**config.mk**
```make
export PLATFORM = sky130hd
export DESIGN_NAME = mem_load_controller
export DESIGN_NICKNAME = d
export VERILOG_FILES = /design/src/rtl/mem_load_controller.sv
export SDC_FILE = /design/constraint.sdc
export NUM_CORES = 1
export LEC_CHECK = 0
export ABC_AREA = 1
export BUFFER_PORTS_ARGS = -buffer_cell sky130_fd_sc_hd__buf_4
export CORE_MARGIN = 10
export CORE_UTILIZATION = 57
export CTS_BUF_LIST = sky130_fd_sc_hd__clkbuf_4
export DETAILED_ROUTE_END_ITERATION = 7
export GPL_TIMING_DRIVEN = 0
export PLACE_DENSITY = 0.82
export SETUP_SLACK_MARGIN = 0.1
export SLEW_MARGIN = 15
export SYNTH_ARGS = -nofsm -noshare
export SYNTH_HDL_FRONTEND = slang
export SYNTH_SLANG_ARGS = --single-unit
export TNS_END_PERCENT = 20
```
**constraint.sdc**
```tcl
create_clock -name clk -period 3.55 [get_ports clk]
set_clock_uncertainty 0.2 [all_clocks]
set_input_delay 0.71 -clock clk [delete_from_list [all_inputs] [get_ports clk]]
set_output_delay 0.71 -clock clk [all_outputs]
set_load 0.02 [all_outputs]
```
**src/rtl/mem_load_controller.sv**
```systemverilog
// Host-side loader for the cpu: streams instruction and data images into memory from a byte link,
// starts the program, then returns a fixed window of data memory over a valid/ready byte port.
module mem_load_controller #(
    parameter int IM_DEPTH = 256,
    parameter int DM_DEPTH = 256,
    parameter int DUMP_LEN = 16
) (
    input  logic        clk,
    input  logic        rst_n,
    input  logic        start,
    input  logic        rx_valid,
    input  logic [7:0]  rx_data,
    input  logic        end_process,
    input  logic [7:0]  dm_rdata,
    output logic [1:0]  status,
    output logic        im_we,
    output logic [15:0] im_addr,
    output logic [15:0] im_wdata,
    output logic        dm_we,
    output logic [15:0] dm_addr,
    output logic [7:0]  dm_wdata,
    output logic        tx_valid,
    input  logic        tx_ready,
    output logic [7:0]  tx_data,
    output logic        busy,
    output logic        err
);

    typedef enum logic [3:0] {
        IDLE, IC_HI, IC_LO, I_HI, I_LO, DC_HI, DC_LO, D_BYTE,
        RUN, RD_REQ, RD_WAIT, TX, DONE, ERR
    } state_t;

    localparam logic [15:0] IM_MAX  = 16'(IM_DEPTH);
    localparam logic [15:0] DM_MAX  = 16'(DM_DEPTH);
    localparam logic [15:0] RD_LAST = 16'(DUMP_LEN - 1);

    state_t      state;
    logic [7:0]  hi_byte;
    logic [15:0] cnt;
    logic [15:0] idx;
    logic [15:0] rd_idx;
    logic [15:0] rx_word;
    logic [15:0] idx_next;

    assign rx_word  = {hi_byte, rx_data};
    assign idx_next = idx + 16'd1;

    always_ff @(posedge clk) begin
        if (!rst_n) begin
            state    <= IDLE;
            hi_byte  <= '0;
            cnt      <= '0;
            idx      <= '0;
            rd_idx   <= '0;
            tx_valid <= 1'b0;
            tx_data  <= '0;
        end else begin
            case (state)
                IDLE, DONE, ERR: begin
                    if (start) begin
                        state   <= IC_HI;
                        hi_byte <= '0;
                        cnt     <= '0;
                        idx     <= '0;
                        rd_idx  <= '0;
                    end
                end
                IC_HI, I_HI, DC_HI: begin
                    if (rx_valid) begin
                        hi_byte <= rx_data;
                        state   <= (state == IC_HI) ? IC_LO :
                                   (state == I_HI)  ? I_LO  : DC_LO;
                    end
                end
                IC_LO: begin
                    if (rx_valid) begin
                        cnt <= rx_word;
                        idx <= '0;
                        if (rx_word > IM_MAX)     state <= ERR;
                        else if (rx_word == '0)   state <= DC_HI;
                        else                      state <= I_HI;
                    end
                end
                I_LO: begin
                    if (rx_valid) begin
                        idx   <= idx_next;
                        state <= (idx_next == cnt) ? DC_HI : I_HI;
                    end
                end
                DC_LO: begin
                    if (rx_valid) begin
                        cnt <= rx_word;
                        idx <= '0;
                        if (rx_word > DM_MAX)     state <= ERR;
                        else if (rx_word == '0)   state <= RUN;
                        else                      state <= D_BYTE;
                    end
                end
                D_BYTE: begin
                    if (rx_valid) begin
                        idx   <= idx_next;
                        state <= (idx_next == cnt) ? RUN : D_BYTE;
                    end
                end
                RUN: begin
                    if (end_process) begin
                        rd_idx <= '0;
                        state  <= RD_REQ;
                    end
                end
                RD_REQ: state <= RD_WAIT;
                RD_WAIT: begin
                    // memory answers one cycle after the address, so the byte is valid now
                    tx_data  <= dm_rdata;
                    tx_valid <= 1'b1;
                    state    <= TX;
                end
                TX: begin
                    if (tx_ready) begin
                        tx_valid <= 1'b0;
                        rd_idx   <= rd_idx + 16'd1;
                        state    <= (rd_idx == RD_LAST) ? DONE : RD_REQ;
                    end
                end
                default: state <= IDLE;
            endcase
        end
    end

    // Write strobes fire in the same cycle the completing byte arrives; data is gated so idle outputs read zero.
    assign im_we    = (state == I_LO) && rx_valid;
    assign im_addr  = im_we ? idx : '0;
    assign im_wdata = im_we ? rx_word : '0;
    assign dm_we    = (state == D_BYTE) && rx_valid;
    assign dm_wdata = dm_we ? rx_data : '0;

    always_comb begin
        dm_addr = '0;
        case (state)
            D_BYTE:          dm_addr = idx;
            RD_REQ, RD_WAIT: dm_addr = rd_idx;
            default:         dm_addr = '0;
        endcase
    end

    always_comb begin
        status = 2'b00;
        case (state)
            IC_HI, IC_LO, I_HI, I_LO: status = 2'b01;
            DC_HI, DC_LO, D_BYTE:     status = 2'b10;
            RUN:                      status = 2'b11;
            default:                  status = 2'b00;
        endcase
    end

    assign busy = !((state == IDLE) || (state == DONE) || (state == ERR));
    assign err  = (state == ERR);

endmodule
```
==> Word-level counts from Yosys, hierarchy flattened <==
Memory sizes are Yosys's and may differ from the RTL's. A register that Yosys moved wholly into a read port is not among the register bits.
Index checks and enable logic that the tools add are counted.
{ "totals": {"mem_count": 1, "regBits": 69, "mem_bits_rw": 0, "latchBits": 0, "romBits": 32, "out_inout_bits": 71} }
{ "memory_table": {"columns": ["memory", "words", "word_bits", "read_ports", "rd_clocked_by_memory_dff", "write_ports", "line_no", "text"], "rows": [
  ["(name not given)", 16, 2, 1, 1, 0, "149", "case (state)"]
]} }
{ "classes": {"eq_ne": 25, "n_reduce_logical": 23, "shift": 0, "mux": 38, "bitwise": 0, "multipliers": 0, "magnitude_cmp": 1, "n_div": 0, "n_addsub": 2} }
{ "ops": {"columns": ["operator", "n"], "rows": [
  ["16-bit two-way mux", 8],
  ["16-bit case mux with 3 select lines", 2],
  ["16-bit case mux with 2 select lines", 2],
  ["4-bit two-way mux", 14],
  ["4-bit case mux with 10 select lines", 1],
  ["16-bit by 1-bit adder with 16-bit output, second input constant", 2],
  ["4-bit == test, second input constant", 6],
  ["8-bit two-way mux", 3],
  ["16-bit == test", 1],
  ["16-bit by 4-bit == test with 1-bit output, second input constant", 1],
  ["4-bit by 3-bit == test with 1-bit output, second input constant", 4],
  ["16-bit by 9-bit greater-than comparator with 1-bit output, second input constant", 1],
  ["16-bit zero test", 1],
  ["2-bit inequality test, second input constant", 8],
  ["8-bit case mux with 2 select lines", 1],
  ["3-bit two-way mux", 4],
  ["4-bit by 2-bit == test with 1-bit output, second input constant", 2],
  ["4-bit AND reduction", 2],
  ["8-bit AND reduction", 1],
  ["3-bit AND reduction", 2],
  ["2-bit nonzero test", 3],
  ["3-bit nonzero test", 2],
  ["2-bit OR reduction", 3],
  ["3-bit OR reduction", 2],
  ["other kinds (10)", 13]
]} }

==> Longest topological paths before layout <==
Gate-level depths: netlist of the first run.
{ "logic_depth": {"ltp_word": 7, "mapped_depth": 21} }

==> Worst setup path before layout of the first run <==
Ideal clock, no wire load.
{ "synth_timing": {"path_kind": "register to output", "startpoint": "register state[3]", "endpoint": "output port dm_wdata[0]", "t_arrival_ns": 1.823, "path_slack_ns": 0.817, "path_stages_with_launch": 9, "cell_sequence": "dfxtp_1 -> buf_2 -> inv_1 -> nand2_1 -> nor2_1 -> clkinv_1 -> nor2_1 -> inv_1 -> nor2_1"} }
{ "synth_between": {"elab_chain_cells": 3} }
{ "synth_lines": {"columns": ["element", "line_no", "text"], "rows": [
  ["from (decl)", "38", "state_t state;"],
  ["from (signal assigned)", "72", "state <= (state == IC_HI) ? IC_LO :"],
  ["from (signal assigned)", "88", "state <= (idx_next == cnt) ? DC_HI : I_HI;"],
  ["from (signal assigned)", "103", "state <= (idx_next == cnt) ? RUN : D_BYTE;"],
  ["4-bit by 3-bit == test with 1-bit output", "135", "assign dm_we = (state == D_BYTE) && rx_valid;"],
  ["1-bit logical AND", "135", null],
  ["via dm_we", "19", "output logic dm_we,"],
  ["8-bit two-way mux", "136", "assign dm_wdata = dm_we ? rx_data : '0;"],
  ["to (decl)", "21", "output logic [7:0] dm_wdata,"]
]} }
The timed path passes the listed nets, and every way through them passes these cells.

==> Worst setup path after layout of the first run <==
{ "layout_timing": {"startpoint": "register state[3]", "endpoint": "output port dm_addr[1]"} }
{ "layout_between": {"elab_chain_cells": 3} }
{ "layout_lines": {"columns": ["element", "line_no", "text"], "rows": [
  ["4-bit == test", "140", "case (state)"],
  ["2-bit OR reduction", "140", null],
  ["16-bit case mux with 2 select lines *", "140", null],
  ["to (decl)", "20", "output logic [15:0] dm_addr,"]
]} }
Mark *: on every way between the ends. The rest lies on a longest branch, timed or not.

==> results of run 1 <==
==> area by class of cell <==
type / instances / area [um2]
buffer: 18 / 75.1
clock buffer: 9 / 67.6
clock inverter: 7 / 87.6
fill: 644 / 2040
inverter: 104 / 390
multi-input combinational: 498 / 2430
sequential: 71 / 1420
tap: 99 / 124
timing repair buffer: 92 / 691
==> per-layer routing <==
layer  vias up  track usage  share of wire
met5         -            0              0
met4         0       0.0764          0.020
met3        25       0.0623          0.075
met2       182        0.388           0.50
met1      2244        0.271           0.40
li1       2447            -              -
==> cell usage after synthesis (7+ instances only) <==
library cell	n	area share
dfxtp_1	71	0.33
nand3_1	65	0.075
nand2_1	158	0.14
o22ai_1	16	0.023
o21ai_0	21	0.024
nand4_1	19	0.028
nand2_2	7	0.010
nor2_1	97	0.084
inv_1	91	0.079
inv_2	10	0.0087
clkbuf_1	13	0.011
nor3_1	8	0.0093
a21oi_1	61	0.071
==> flip-flops by register name (all words and copies together), names as in the netlist <==
register,count
idx,16
tx_data,8
state,4
status,2
tx_valid,1
rd_idx,16
cnt,16
hi_byte,8
==> stage by stage <==
| step | instance area [um2] | worst slack [ns] | hold WS (ns) | std cells | utilization |
|---|---|---|---|---|---|
| after CTS | 5290 | 0.199 | 0.281 | 898 | 0.722 |
| after global routing | 5290 | 0.173 | 0.276 | 898 | 0.722 |
| final | 5290 | 0.367 | 0.290 | 898 | 0.722 |
| after detailed placement | 5130 | 0.671 | 0.273 | 882 | 0.700 |
| after floorplan | 4320 | 0.817 | 0.249 | 691 | - |
| after global placement | 5130 | 0.735 | 0.265 | 882 | 0.700 |
==> cells in the final DEF, fill, tap and decap left out, types with 4 or more instances in the layout <==
cell	count
nor2_1	97
nand3_2	6
o21ai_0	21
nand2_1	158
inv_2	11
ha_1	4
nor2_2	6
inv_1	91
nand4_1	19
buf_4	93
o22ai_1	16
clkbuf_4	9
clkinv_1	4
nand3_1	65
a21oi_1	61
clkbuf_1	13
dfxtp_1	71
nand2_2	7
nor3_1	8
nor2_4	6
==> cells by family (layout without fill, tap and decap cells) <==
family | Yosys count | in the layout | share of synthesized area
flip-flops | 71 | 71 | 0.329
buffers and inverters | 122 | 230 | 0.108
XOR/XNOR | 1 | 1 | 0.00203
adder cells (fa/ha/maj) | 4 | 4 | 0.0116
AND/OR/NAND/NOR | 381 | 381 | 0.405
AO/OA/AOI/OAI | 112 | 112 | 0.145
==> power by group <==
part / internal (mW) / switching, mW
Combinational: 0.327 / 0.748
Clock: 0.279 / 0.306
Sequential: 0.866 / 0.0547
==> worst max-delay path: stages, from the launching register on <==
cell      delay [ns]
dfxtp_1         0.31
buf_2           0.16
inv_1           0.06
nand2_1         0.12
nor2_1          0.31
inv_2           0.16
clkbuf_1        0.26
o22ai_1         0.28
buf_4           0.19
==> final timing paths <==
kind | start | endpoint
setup / recovery | state[3]$_SDFFE_PN0P_ | dm_addr[1]
hold / removal | tx_valid$_SDFFE_PN0P_ | tx_valid$_SDFFE_PN0P_
setup reg to reg | idx[1]$_SDFFE_PN0P_ | status[0]$_DFF_P_
hold reg to reg | tx_valid$_SDFFE_PN0P_ | tx_valid$_SDFFE_PN0P_
==> key figures, run 1 <==
Run status
  • Status: complete, no violations

Synthesis
  • Mapped Nets: 717
  • FF+latch count, synth: 71
  • Cell area after synthesis: 4320 um2
  • Syn Inst Count: 691
  • Post-synth cell types: 38
  • Register area share after synthesis: 0.329
  • EDFF count, synth: 0
  • Synthesized area per cell: approximately 6.3 um2
  • Ys async rst share: 0
  • Yosys warns: 0
  • Synth Flop Type: dfxtp_1

Global route
  • Gr ovfl total: 0
  • Largest net degree at the start of global routing: 13
  • Initial antenna violation count: 0
  • Vias in the first global route: 4421
  • Total track usage: 0.228
  • First-pass GRT wire length: roughly 21000 um

Clock tree
  • Maximum level of the CTS H-tree: 3
  • Clk_lat worst skew: roughly 0.43 ns
  • Total CTS buffers: 9
  • CTS tree: built
  • PostCTS Resize Cnt: 0
  • Clk sink count: roughly 70
  • CTS root buf: clkbuf_4
  • Clk slew on worst S/H paths: 0.11 ns
  • Post-CTS Setup Repair Bufs: 0
  • Maximum clock path buffer count: 2
  • Hold buffer count at CTS: 0

Hold path
  • Hold Crit Depth: 2
  • Hold Path Class: reg -> reg

Pwr
  • LEAKAGE: 2.27 nW
  • Worst vdd rail ir drop: ~0.53 mV
  • PwrDens: 488 nW/um2
  • Total power: 2.58 mW

Timing
  • Slew HR: 0.581
  • RSZ-0062 raised after global routing: no
  • Final TNS setup: 0 ns
  • Min Clock Period, post-route: 3.18 ns
  • Pins Over Slew Limit: 0
  • Max Freq: 314 MHz
  • Final setup fails: 0
  • Final hold vios: 0
  • Measured slew at the worst slew-check pin: 0.625 ns
  • Tcrit/Tclk final: 0.897

Layout
  • Layout cells sized above 1: 0.193
  • N_diodes: 0
  • Area Overhead vs Synth: 22.4%
  • Nets: just over 800

Route
  • DRT Pass-1 Iters: 5
  • Routed length per placed instance: 15.0 um
  • Via density: 5.45
  • Vias: 4898
  • Antenna Violating Nets Remaining: 0
  • Remaining DRCs: 0
  • Iteration-0 DRC Markers: 276
  • Final WL: between 10000 and 15000 um

Place
  • PortBufs: slightly above 90
  • Final HPWL DP: 10800 um
  • RD Place Congestion: 0.955

Die
  • Total die area: around 11000 um2
  • Io pins: 93
  • Die Ht: 107 um
  • Die Wd: 107 um
  • Initial Util: 0.589
  • Core area: ~7300 um2
  • Row cnt: 31

Setup path
  • Worst Path Arrival: 2.27 ns
  • Setup crit start kind: flop
  • Cells on worst reg2reg path: 19
  • CP Max Fanout: 10
  • Required @ worst endpoint: approximately 2.6 ns
  • CP Capture Type: primary output
  • Worst R2R Setup Slack: 0.63 ns
  • Crit Path Category: reg -> out

Flow run
  • Max Cap Viol: 0
Power figures use the tool's default switching activity.
==> inputs of run 2 (changes only) <==
Settings changed: CORE_UTILIZATION 57 to 51, PLACE_DENSITY 0.82 to 0.77.
Clock period 3.55 ns to 2.9 ns, I/O delays scaled along.
==> key figures, run 2 (synthesis results as in run 1) <==
Clock tree
  • Clk slew on worst S/H paths: 0.14 ns
  • CTS root buf: clkbuf_4
  • Total CTS buffers: 9
  • Hold buffer count at CTS: 0
  • Maximum clock path buffer count: 2
  • Maximum level of the CTS H-tree: 3
  • Clk sink count: 71
  • CTS tree: built
  • Clk_lat worst skew: ~0.45 ns

Route
  • Routed length per placed instance: 15.6 um
  • Remaining DRCs: 0
  • Antenna Violating Nets Remaining: 0
  • Vias: 5029
  • Final WL: 14300 um
  • Via density: 5.50
  • Iteration-0 DRC Markers: 402
  • DRT Pass-1 Iters: 5

Layout
  • Most common cell after layout, fill and taps aside: nand2_1
  • Nets: 830
  • Leading cell types in the layout, fill and taps excluded: nand2_1 (151), buf_4 (104), inv_1 (90), nor2_1 (87), dfxtp_1 (64)
  • Top flop regs: cnt x16, idx x16, rd_idx x16
  • N_diodes: 0
  • Fill cell count: 735
  • Area Overhead vs Synth: 30.1%
  • Layout cells sized above 1: 0.260
  • Final instance area: 5620 um2

Die
  • Core area: between 8000 and 9000 um2
  • Total die area: 12600 um2
  • Row cnt: 33
  • Die Wd: 112 um
  • Die Ht: 112 um
  • Initial Util: 0.526
  • Io pins: 93

Global route
  • Total track usage: 0.209
  • Vias in the first global route: 4750
  • Gr ovfl total: 0
  • First-pass GRT wire length: 22100 um
  • Largest net degree at the start of global routing: 14
  • Initial antenna violation count: 0

Flow run
  • Max Cap Viol: 0

Place
  • Setup WS pre-CTS: -0.00962 ns
  • Final HPWL DP: 11000 um
  • Cell Area, Placed: 5140 um2
  • RD Place Congestion: 0.927
  • PortBufs: 92

Run status
  • Status: complete, no violations

Setup path
  • Worst r2r dst: status[0]$_DFF_P_
  • CP Capture Type: primary output
  • Crit Reg-Reg Startpoint: idx[1]$_SDFFE_PN0P_
  • CP Max Fanout: 10
  • CP max-delay cell: dfxtp_1
  • Worst Path Arrival: 1.97 ns
  • Worst R2R Setup Slack: 0.23 ns
  • Critical path cell sequence: buf_2 > nand2_1 > inv_1 > nor2_2 > nand3_4 > clkbuf_4 > o22ai_1 > buf_4
  • CP Launch Point: state[1]$_SDFFE_PN0P_
  • Required @ worst endpoint: 2.12 ns
  • Slowest stage delay, CP: about 0.32 ns
  • Crit Path Category: reg -> out
  • Cells on worst reg2reg path: 17
  • Setup crit start kind: flop

Hold path
  • Worst hold endpoint: tx_data[3]$_SDFFE_PN0P_
  • Hold Crit Depth: 3
  • Hold Path Class: in -> reg
  • Hold Crit Start: dm_rdata[3]

Timing
  • Max Freq: 363 MHz
  • Worst Slack Setup Final: 0.147 ns
  • Pins Over Slew Limit: 0
  • Tcrit/Tclk final: 0.949
  • Measured slew at the worst slew-check pin: 0.686 ns
  • RSZ-0062 raised after global routing: yes
  • Final hold vios: 0
  • Slew HR: 0.543
  • Min Clock Period, post-route: 2.75 ns
  • Final setup fails: 0

Pwr
  • Worst vdd rail ir drop: between 0.5 and 0.6 mV
  • LEAKAGE: ~2.4 nW
  • PwrDens: about 600 nW/um2
run 2: worst max path at each step:
stage                                    to  slack [ns]  depth (start not counted)
after global placement    status[0]$_DFF_P_        0.11                         17
after detailed placement  status[0]$_DFF_P_       -0.01                         17
after CTS                 status[1]$_DFF_P_        0.09                         20
final                            dm_addr[3]        0.15                          8
after floorplan                 dm_wdata[0]        0.30                          8
after global routing      status[0]$_DFF_P_        0.03                         18
run 2: routing by layer:
layer / up-vias / track usage / wire length, um
li1: 2470 / - / -
met1: 2334 / 0.241 / 5800
met2: 185 / 0.369 / 7190
met3: 40 / 0.0463 / 889
met4: 0 / 0.0736 / 424
met5: - / 0 / 0
run 2: area by class of cell:
| cell class | instances | area [um2] | share of cell area |
|---|---|---|---|
| buffer | 18 | 91.3 | 0.0163 |
| clock buffer | 10 | 75.1 | 0.0134 |
| clock inverter | 6 | 92.6 | 0.0165 |
| inverter | 104 | 395 | 0.0704 |
| multi-input combinational | 498 | 2630 | 0.467 |
| sequential | 71 | 1440 | 0.255 |
| tap | 105 | 131 | 0.0234 |
| timing repair buffer | 102 | 773 | 0.138 |
run 2: where the power goes:
| part | leakage (nW) | internal (mW) | switching [mW] |
|---|---|---|---|
| Combinational | 1.70 | 0.448 | 1.01 |
| Clock | 0.0836 | 0.365 | 0.414 |
| Sequential | 0.578 | 1.06 | 0.0686 |
| Total | 2.37 | 1.87 | 1.49 |
run 2: timing repair:
item                                    CTS  global route
resized for setup                        21            53
pin swaps                                 1            24
buffers inserted                          2             8
endpoints found under the setup margin   57            51
run 2: stage by stage:
| stage | hold slack [ns] | instances | power, mW | utilization | TNS (ns) |
|---|---|---|---|---|---|
| final | 0.138 | 914 | 3.37 | 0.684 | 0 |
| after global routing | 0.143 | 914 | 3.56 | 0.684 | 0 |
| after CTS | 0.143 | 906 | 3.23 | 0.654 | 0 |
| after detailed placement | 0.276 | 888 | 2.45 | 0.626 | -0.00962 |
| after global placement | 0.263 | 888 | 2.42 | 0.626 | 0 |
| after floorplan | 0.249 | 691 | 2.09 | - | 0 |
run 2: critical path, delay by kind of cell (launching register included):
kind	cells	cell delay [ns]
buffers and inverters	4	0.62
and+or+nand+nor	3	0.44
DFF	1	0.32
AOI/OAI and AO/OA	1	0.16
